File: src/rtl/sys_ctrl_pkg.sv
// sys_ctrl_pkg: opcodes, FSM states and operand register addresses shared by sys_ctrl
package sys_ctrl_pkg;
  localparam int OP_RF_WR = 'hAA;
  localparam int OP_RF_RD = 'hBB;
  localparam int OP_ALU = 'hCC;
  localparam int OP_ALU_NOP = 'hDD;
  localparam int OPA_ADDR = 0;
  localparam int OPB_ADDR = 1;
  typedef enum logic [3:0] {
    IDLE, WR_ADDR, WR_DATA, RD_ADDR, RD_WAIT, OPA, OPB, FUN, ALU_WAIT, TX_RD, TX_LO, TX_HI
  } stateT;
endpackage

File: src/rtl/sys_ctrl_wdt.sv
// sys_ctrl_wdt: wait-timeout counter (CLK, RST, clr zeroes, en counts, expired at WAIT_TIMEOUT)
module sys_ctrl_wdt #(
  parameter int WAIT_TIMEOUT = 16
) (
  input  logic CLK,
  input  logic RST,
  input  logic clr,
  input  logic en,
  output logic expired
);
  localparam int CW = $clog2(WAIT_TIMEOUT + 1);
  logic [CW-1:0] cnt;
  always_ff @(posedge CLK)
    cnt <= (RST || clr) ? '0 : (en && !expired) ? cnt + CW'(1) : cnt;
  assign expired = cnt == CW'(WAIT_TIMEOUT);
endmodule

File: src/rtl/sys_ctrl.sv
// sys_ctrl: decodes RX command frames into register-file writes/reads and ALU ops, returns results as TX bytes
// Inputs: RX_P_DATA/RX_D_VLD byte stream, RdData/RdData_Valid, ALU_OUT/ALU_OUT_Valid, FIFO_FULL.
// Outputs (all registered): Address/WrData/WrEn/RdEn to RF, ALU_FUN/ALU_EN/CLK_GATE_EN to ALU, TX_P_DATA/TX_D_VLD to FIFO.
module sys_ctrl
  import sys_ctrl_pkg::*;
#(
  parameter int ADDR = 4,
  parameter int WIDTH = 8,
  parameter int ALU_FUN_W = 4,
  parameter int WAIT_TIMEOUT = 16
) (
  input  logic                 CLK,
  input  logic                 RST,
  input  logic [WIDTH-1:0]     RX_P_DATA,
  input  logic                 RX_D_VLD,
  input  logic [WIDTH-1:0]     RdData,
  input  logic                 RdData_Valid,
  input  logic [2*WIDTH-1:0]   ALU_OUT,
  input  logic                 ALU_OUT_Valid,
  input  logic                 FIFO_FULL,
  output logic [ADDR-1:0]      Address,
  output logic [WIDTH-1:0]     WrData,
  output logic                 WrEn,
  output logic                 RdEn,
  output logic [ALU_FUN_W-1:0] ALU_FUN,
  output logic                 ALU_EN,
  output logic                 CLK_GATE_EN,
  output logic [WIDTH-1:0]     TX_P_DATA,
  output logic                 TX_D_VLD
);
  stateT state, nextState;
  logic [WIDTH-1:0] rdByte;
  logic [2*WIDTH-1:0] aluRes;
  logic wrNext, rdNext, aluEnNext, txNext;
  logic [ADDR-1:0] addrNext;
  logic [WIDTH-1:0] wrDataNext, txDataNext;
  logic [ALU_FUN_W-1:0] funNext;
  logic waiting, wdtExpired;

  assign waiting = state == RD_WAIT || state == ALU_WAIT;

  sys_ctrl_wdt #(.WAIT_TIMEOUT(WAIT_TIMEOUT)) wdt (
    .CLK(CLK),
    .RST(RST),
    .clr(!waiting),
    .en(waiting),
    .expired(wdtExpired)
  );

  always_comb begin
    nextState = state;
    wrNext = 1'b0;
    rdNext = 1'b0;
    aluEnNext = 1'b0;
    txNext = 1'b0;
    addrNext = Address;
    wrDataNext = WrData;
    txDataNext = TX_P_DATA;
    funNext = ALU_FUN;
    case (state)
      IDLE: nextState = !RX_D_VLD ? IDLE :
                        RX_P_DATA == WIDTH'(OP_RF_WR) ? WR_ADDR :
                        RX_P_DATA == WIDTH'(OP_RF_RD) ? RD_ADDR :
                        RX_P_DATA == WIDTH'(OP_ALU) ? OPA :
                        RX_P_DATA == WIDTH'(OP_ALU_NOP) ? FUN : IDLE;
      WR_ADDR: if (RX_D_VLD) begin
        addrNext = RX_P_DATA[ADDR-1:0];
        nextState = WR_DATA;
      end
      WR_DATA: if (RX_D_VLD) begin
        wrNext = 1'b1;
        wrDataNext = RX_P_DATA;
        nextState = IDLE;
      end
      RD_ADDR: if (RX_D_VLD) begin
        rdNext = 1'b1;
        addrNext = RX_P_DATA[ADDR-1:0];
        nextState = RD_WAIT;
      end
      RD_WAIT: nextState = RdData_Valid ? TX_RD : wdtExpired ? IDLE : RD_WAIT;
      OPA: if (RX_D_VLD) begin
        wrNext = 1'b1;
        addrNext = ADDR'(OPA_ADDR);
        wrDataNext = RX_P_DATA;
        nextState = OPB;
      end
      OPB: if (RX_D_VLD) begin
        wrNext = 1'b1;
        addrNext = ADDR'(OPB_ADDR);
        wrDataNext = RX_P_DATA;
        nextState = FUN;
      end
      FUN: if (RX_D_VLD) begin
        aluEnNext = 1'b1;
        funNext = RX_P_DATA[ALU_FUN_W-1:0];
        nextState = ALU_WAIT;
      end
      ALU_WAIT: nextState = ALU_OUT_Valid ? TX_LO : wdtExpired ? IDLE : ALU_WAIT;
      TX_RD: if (!FIFO_FULL) begin
        txNext = 1'b1;
        txDataNext = rdByte;
        nextState = IDLE;
      end
      TX_LO: if (!FIFO_FULL) begin
        txNext = 1'b1;
        txDataNext = aluRes[WIDTH-1:0];
        nextState = TX_HI;
      end
      // the low-byte push is still on TX_D_VLD here, so wait for it to drop to keep the pulses separate
      TX_HI: if (!FIFO_FULL && !TX_D_VLD) begin
        txNext = 1'b1;
        txDataNext = aluRes[2*WIDTH-1:WIDTH];
        nextState = IDLE;
      end
      default: nextState = IDLE;
    endcase
  end

  always_ff @(posedge CLK) begin
    if (RST) begin
      state <= IDLE;
      rdByte <= '0;
      aluRes <= '0;
      Address <= '0;
      WrData <= '0;
      WrEn <= 1'b0;
      RdEn <= 1'b0;
      ALU_FUN <= '0;
      ALU_EN <= 1'b0;
      CLK_GATE_EN <= 1'b0;
      TX_P_DATA <= '0;
      TX_D_VLD <= 1'b0;
    end else begin
      state <= nextState;
      rdByte <= (state == RD_WAIT && RdData_Valid) ? RdData : rdByte;
      aluRes <= (state == ALU_WAIT && ALU_OUT_Valid) ? ALU_OUT : aluRes;
      Address <= addrNext;
      WrData <= wrDataNext;
      WrEn <= wrNext;
      RdEn <= rdNext;
      ALU_FUN <= funNext;
      ALU_EN <= aluEnNext;
      CLK_GATE_EN <= nextState == ALU_WAIT;
      TX_P_DATA <= txDataNext;
      TX_D_VLD <= txNext;
    end
  end
endmodule

File: config.mk
export PLATFORM = sky130hd
export DESIGN_NAME = sys_ctrl
export DESIGN_NICKNAME = d
export VERILOG_FILES = /design/src/rtl/sys_ctrl_pkg.sv /design/src/rtl/sys_ctrl_wdt.sv /design/src/rtl/sys_ctrl.sv
export SDC_FILE = /design/constraint.sdc
export NUM_CORES = 1
export LEC_CHECK = 0
export ABC_AREA = 1
export BUFFER_PORTS_ARGS = -buffer_cell sky130_fd_sc_hd__buf_4
export CAP_MARGIN = 0
export CORE_MARGIN = 1
export CORE_UTILIZATION = 57
export CTS_CLUSTER_DIAMETER = 30
export CTS_CLUSTER_SIZE = 16
export DETAILED_ROUTE_END_ITERATION = 8
export PLACE_DENSITY_LB_ADDON = 0.05
export SLEW_MARGIN = 30
export SYNTH_ARGS = -nofsm -noshare
export SYNTH_HDL_FRONTEND = slang
export SYNTH_SLANG_ARGS = --single-unit
File: constraint.sdc
create_clock -name CLK -period 2.7 [get_ports CLK]
set_clock_uncertainty 0.1 [all_clocks]
set_input_delay 0.675 -clock CLK [delete_from_list [all_inputs] [get_ports CLK]]
set_output_delay 0.675 -clock CLK [all_outputs]
set_load 0.005 [all_outputs]
[After elaboration in Yosys (flattened, before gate mapping)]
Cells that the tools add are included.
Storage, ports and cells
  bits of input ports: 38
  logic and storage cells: 94
  output and inout bits: 29
  register bits after elaboration: 62
Cells by class
  equality and inequality tests: 23
  bitwise logic cells: 3
  mux-type cells: 31
  reduce and logical (&&, ||, !) cells: 23
  $add $sub $neg: 1
Operators by type and width (number)
  2-to-1 mux 4 bit: 15
  one-hot mux 4 bit (12 select lines): 1
  == test 8 bit (second input constant): 4
  2-to-1 mux 8 bit: 3
  one-hot mux 8 bit (3 select lines): 1
  == test 4 bit (second input constant): 5
  2-to-1 mux 3 bit: 6
  == test 4 x 3 -> 1 bit (second input constant): 4
  one-hot mux 4 bit (3 select lines): 1
  inequality test 2 bit (second input constant): 5
  OR reduction 2 bit: 5
  == test 4 x 2 -> 1 bit (second input constant): 2
  AND reduction 4 bit: 2
  nonzero test 3 bit: 2
  adder 5 x 1 -> 5 bit (second input constant): 1
  == test 5 bit (second input constant): 1
  == test 4 x 1 -> 1 bit (second input constant): 1
  logical AND 1 bit: 4
  logical NOT 1 bit: 4
  logical NOT 4 bit: 1
  AND reduction 2 bit: 2
  2-to-1 mux 1 bit: 3
  inverter 1 bit: 3
  OR reduction 3 bit: 1
  other kinds (3): 4

[Logic depth before layout (Yosys ltp)]
  word-level depth: 8
  gate-level depth with buffers: 10
  mapped depth without buffers: 10

[Modules after synthesis]
Synthesis repeated with hierarchy kept, for this count alone.
Second synthesis, totals
  cell total of the unflattened synthesis: 405
  area, all modules: 2806.4 um2
By module, submodules not included
  sys_ctrl: instances 1, cells each 364, seq. area each 1141.1 um2, area each 2541.2 um2
  sys_ctrl_wdt: instances 1, cells each 41, seq. area each 100.1 um2, area each 265.3 um2

[Worst setup path before layout]
OpenSTA, ideal clock, no wires.
  path type: in2reg
  start point: input port FIFO_FULL
  end point: register TX_P_DATA[4]
  slack: 1.018 ns
  setup time: 0.113 ns
  arrival time: 1.470 ns
  data required time: 2.487 ns
  cell stages on the path: 8
  cells stage by stage: or2_2 nor2_1 a21oi_2 inv_2 buf_6 nand2_1 nand2_1 nor2_1
On the way
  longest elaborated chain between the ends: 4
  elaborated cells on any way between the ends: 6
  classes of those cells: 3 x eq/ne; 3 x reduce/logical
Ends and longest elaborated chain
  from (decl): line sys_ctrl.sv:20  | input logic FIFO_FULL,
  logical NOT 1 bit: line sys_ctrl.sv:110  | TX_HI: if (!FIFO_FULL && !TX_D_VLD) begin
  logical AND 1 bit: line sys_ctrl.sv:110
  inequality test 2 bit (no line)
  AND reduction 4 bit (no line) *
  to (signal assigned): line sys_ctrl.sv:144  | TX_P_DATA <= txDataNext;
  to (decl): line sys_ctrl.sv:28  | output logic [WIDTH-1:0] TX_P_DATA,
Every way passes the cells marked *; elsewhere a longest branch is shown, timed or not.
A chain may end at the register's enable or synchronous reset.

[Worst setup path after layout]
  start point: register state[3]
  end point: register CLK_GATE_EN
On the way
  longest elaborated chain between the ends: 3
  elaborated cells on any way between the ends: 23
  classes of those cells: 12 x eq/ne; 10 x mux; 1 x reduce/logical
Ends and longest elaborated chain
  from (decl): line sys_ctrl.sv:31  | stateT state, nextState;
  from (signal assigned): line sys_ctrl.sv:134  | state <= nextState;
  == test 4 bit, or another cell as far along: line sys_ctrl.sv:60  | case (state)
  one-hot mux 4 bit (12 select lines) *: line sys_ctrl.sv:60
  == test 4 bit *: line sys_ctrl.sv:143  | CLK_GATE_EN <= nextState == ALU_WAIT;
  to (signal assigned): line sys_ctrl.sv:130  | CLK_GATE_EN <= 1'b0;
  to (signal assigned): line sys_ctrl.sv:143
  to (decl): line sys_ctrl.sv:27  | output logic CLK_GATE_EN,
Marked as above.

==> results.cfg <==
[grt]
top_usage_layer = met2
grt_usage = 0.298
gr-usage-met3 = 0.0703
grt_remaining_overflow = 0
first_global_vias = 2690
grt_pass1_wl_mm = 11.8
grtUsageMet2 = 0.507
gr-usage-met1 = 0.365
antenna_found_initial = 0
grt_max_degree = 41

[synth]
synth_fp_nets = 436
ys_types = 28
synth_top_area_frac = 0.449
yosys-top-cells-area = dfxtp_1 45%, nand2_1 10%, nor2_1 8.7%
synth_edf_count = 0
ys.flop_type = dfxtp_1
yosysWarnings = 0
seq_area_frac_synth = 0.449
syn_area_mm2 = 0.00277
avgSynthCellArea_um2 = 6.99
ys_async_sr_fraction = 0
yosysTopAreaCell = dfxtp_1
synth_cells = 396
ys_ff_latch = 62

[sta]
max_freq_mhz = 512
fin_crit_ps = 1950
maxSlewViolCount = 0
worstMarginPinSlew_ps = 555
slew_headroom = 0.630
rsz0062_at_grt = false
period_share = 0.724
finalHoldViolations = 0
setup_viol_count_final = 0
holdWs_ps = 348
setup_tns_ps = 0

[place]
numPortBuffers = 66
place_hpwl_mm = 5.20
placedCellCount = 504
place_area_mm2 = 0.00329
gp_congestion = 0.881

[final_layout]
mostFrequentLayoutCells = 75 x nand2_1, 69 x buf_4, 64 x nor2_1
fin_area_mm2 = 0.00350
drive_gt1_frac = 0.216
fill_cells = 350
layout_commonest_cell = nand2_1
fin_nets = 503
area_growth_pct = 26.4
antennaDiodeCount = 0
final_cells = 520

[die]
dieHeight_um = 71.7
initial_utilization = 0.614
die_area_mm2 = 0.00514
die_x_um = 71.7
fp-row-count = 24
core-area_mm2 = 0.00450
num_io_pins = 67

[clocking]
cts_buffer_depth = 2
cts_setup_buffers = 0
ctsHtreeMaxLevel = 3
clk_pin_slew_ps = 70
numCtsBuffers = 9
cts_hold_buf = 0
clkSinkCount = 62
clk_latency_ps = 330
cts_tree = done
cts-root-buf = clkbuf_8
ctsResizeCount = 0

[worst_setup_path]
cp-end-kind = register
cp_max_fo = 32
startpoint_type = register
worstPathRequired_ps = 2880
path_class = register to register
cp.arrival_ps = 2130

[route]
wl_mm = 7.24
drc_errors = 0
ant_nets = 0
wire_per_inst_um = 13.9
via_per_inst = 5.47
num_vias = 2844
drtPass1Iterations = 6
drtIter0Drc = 283

[job]
maxCapViolCount = 0

[run_status]
status = finished, final reports clean

[power_and_ir_drop]
ir_drop_mv = 0.415
pwr_density_cell_mw_per_mm2 = 531
cellLeakagePower_nw = 1.52

[min_path]
hold_path_class = register to register
==> critical path, cell delays in order (launching register included) <==
cell,delay (ps)
dfxtp_1,440
inv_2,80
nor2_4,190
nand3_2,480
nand2_1,220
nor2_1,90
a21oi_2,150
nand2_1,60
nor2_1,80
==> worst paths after layout <==
kind,startpoint,to,slack [ps],cells after the start
setup / recovery,state[3],CLK_GATE_EN,750,8
hold / removal,aluRes[15],aluRes[15],350,2
setup reg to reg,state[3],CLK_GATE_EN,750,8
hold reg to reg,aluRes[15],aluRes[15],350,2
==> cells in the mapped netlist (2+ instances only) <==
library cell  number
nand2_2            2
nor2_1            64
dfxtp_1           62
inv_1             44
a21oi_2            2
clkbuf_1          10
nor3_1             2
o21ai_0           42
nor2_4             2
a21oi_1           45
inv_2              3
nand4_1            4
nand2_1           75
nand3_1           17
nand3_2            3
ha_1               2
o211ai_1           5
nor2_2             2
==> per-layer routing <==
layer	routed length [um]	part of all wire
met3	501	0.069
met1	3090	0.43
met5	0	0
met4	156	0.022
met2	3500	0.48
==> kinds of logic after synthesis <==
| family | count (synthesis) | synth area share |
|---|---|---|
| compound gates | 97 | 0.184 |
| simple gates | 174 | 0.269 |
| flops | 62 | 0.449 |
| buf+inv | 60 | 0.0859 |
| fa+ha+maj | 2 | 0.00904 |
| xor+xnor | 1 | 0.00317 |
==> metrics by stage <==
stage	worst slack (ps)	utilization	power, mW
finish	746	0.776	1.86
global route	583	0.776	1.92
CTS	768	0.776	1.86
detailed placement	781	0.730	1.03
global placement	816	0.730	1.03
floorplan	1020	-	0.976
==> report_power, final <==
part | internal [mW] | switching, mW
sequential | 0.916 | 0.00135
combinational | 0.0467 | 0.0513
clock | 0.474 | 0.366
total | 1.44 | 0.419
==> state kept, by name, summed over array words and instances (netlist names) <==
name         flops
ALU_EN           1
ALU_FUN          4
Address          4
CLK_GATE_EN      1
RdEn             1
TX_D_VLD         1
TX_P_DATA        8
WrData           8
WrEn             1
aluRes          16
rdByte           8
state            4
wdt.cnt          5
==> layout make-up <==
cell class              instances  area [um2]  share of cell area
clock buffers                  11         151              0.0433
clock inverters                 5        57.6              0.0165
flip-flops and latches         62        1240               0.355
well taps                      52        65.1              0.0186
inverters                      47         176              0.0504
multi-input cells             274        1290               0.368
repair buffers                 69         518               0.148
Power figures use the tool's default switching activity.
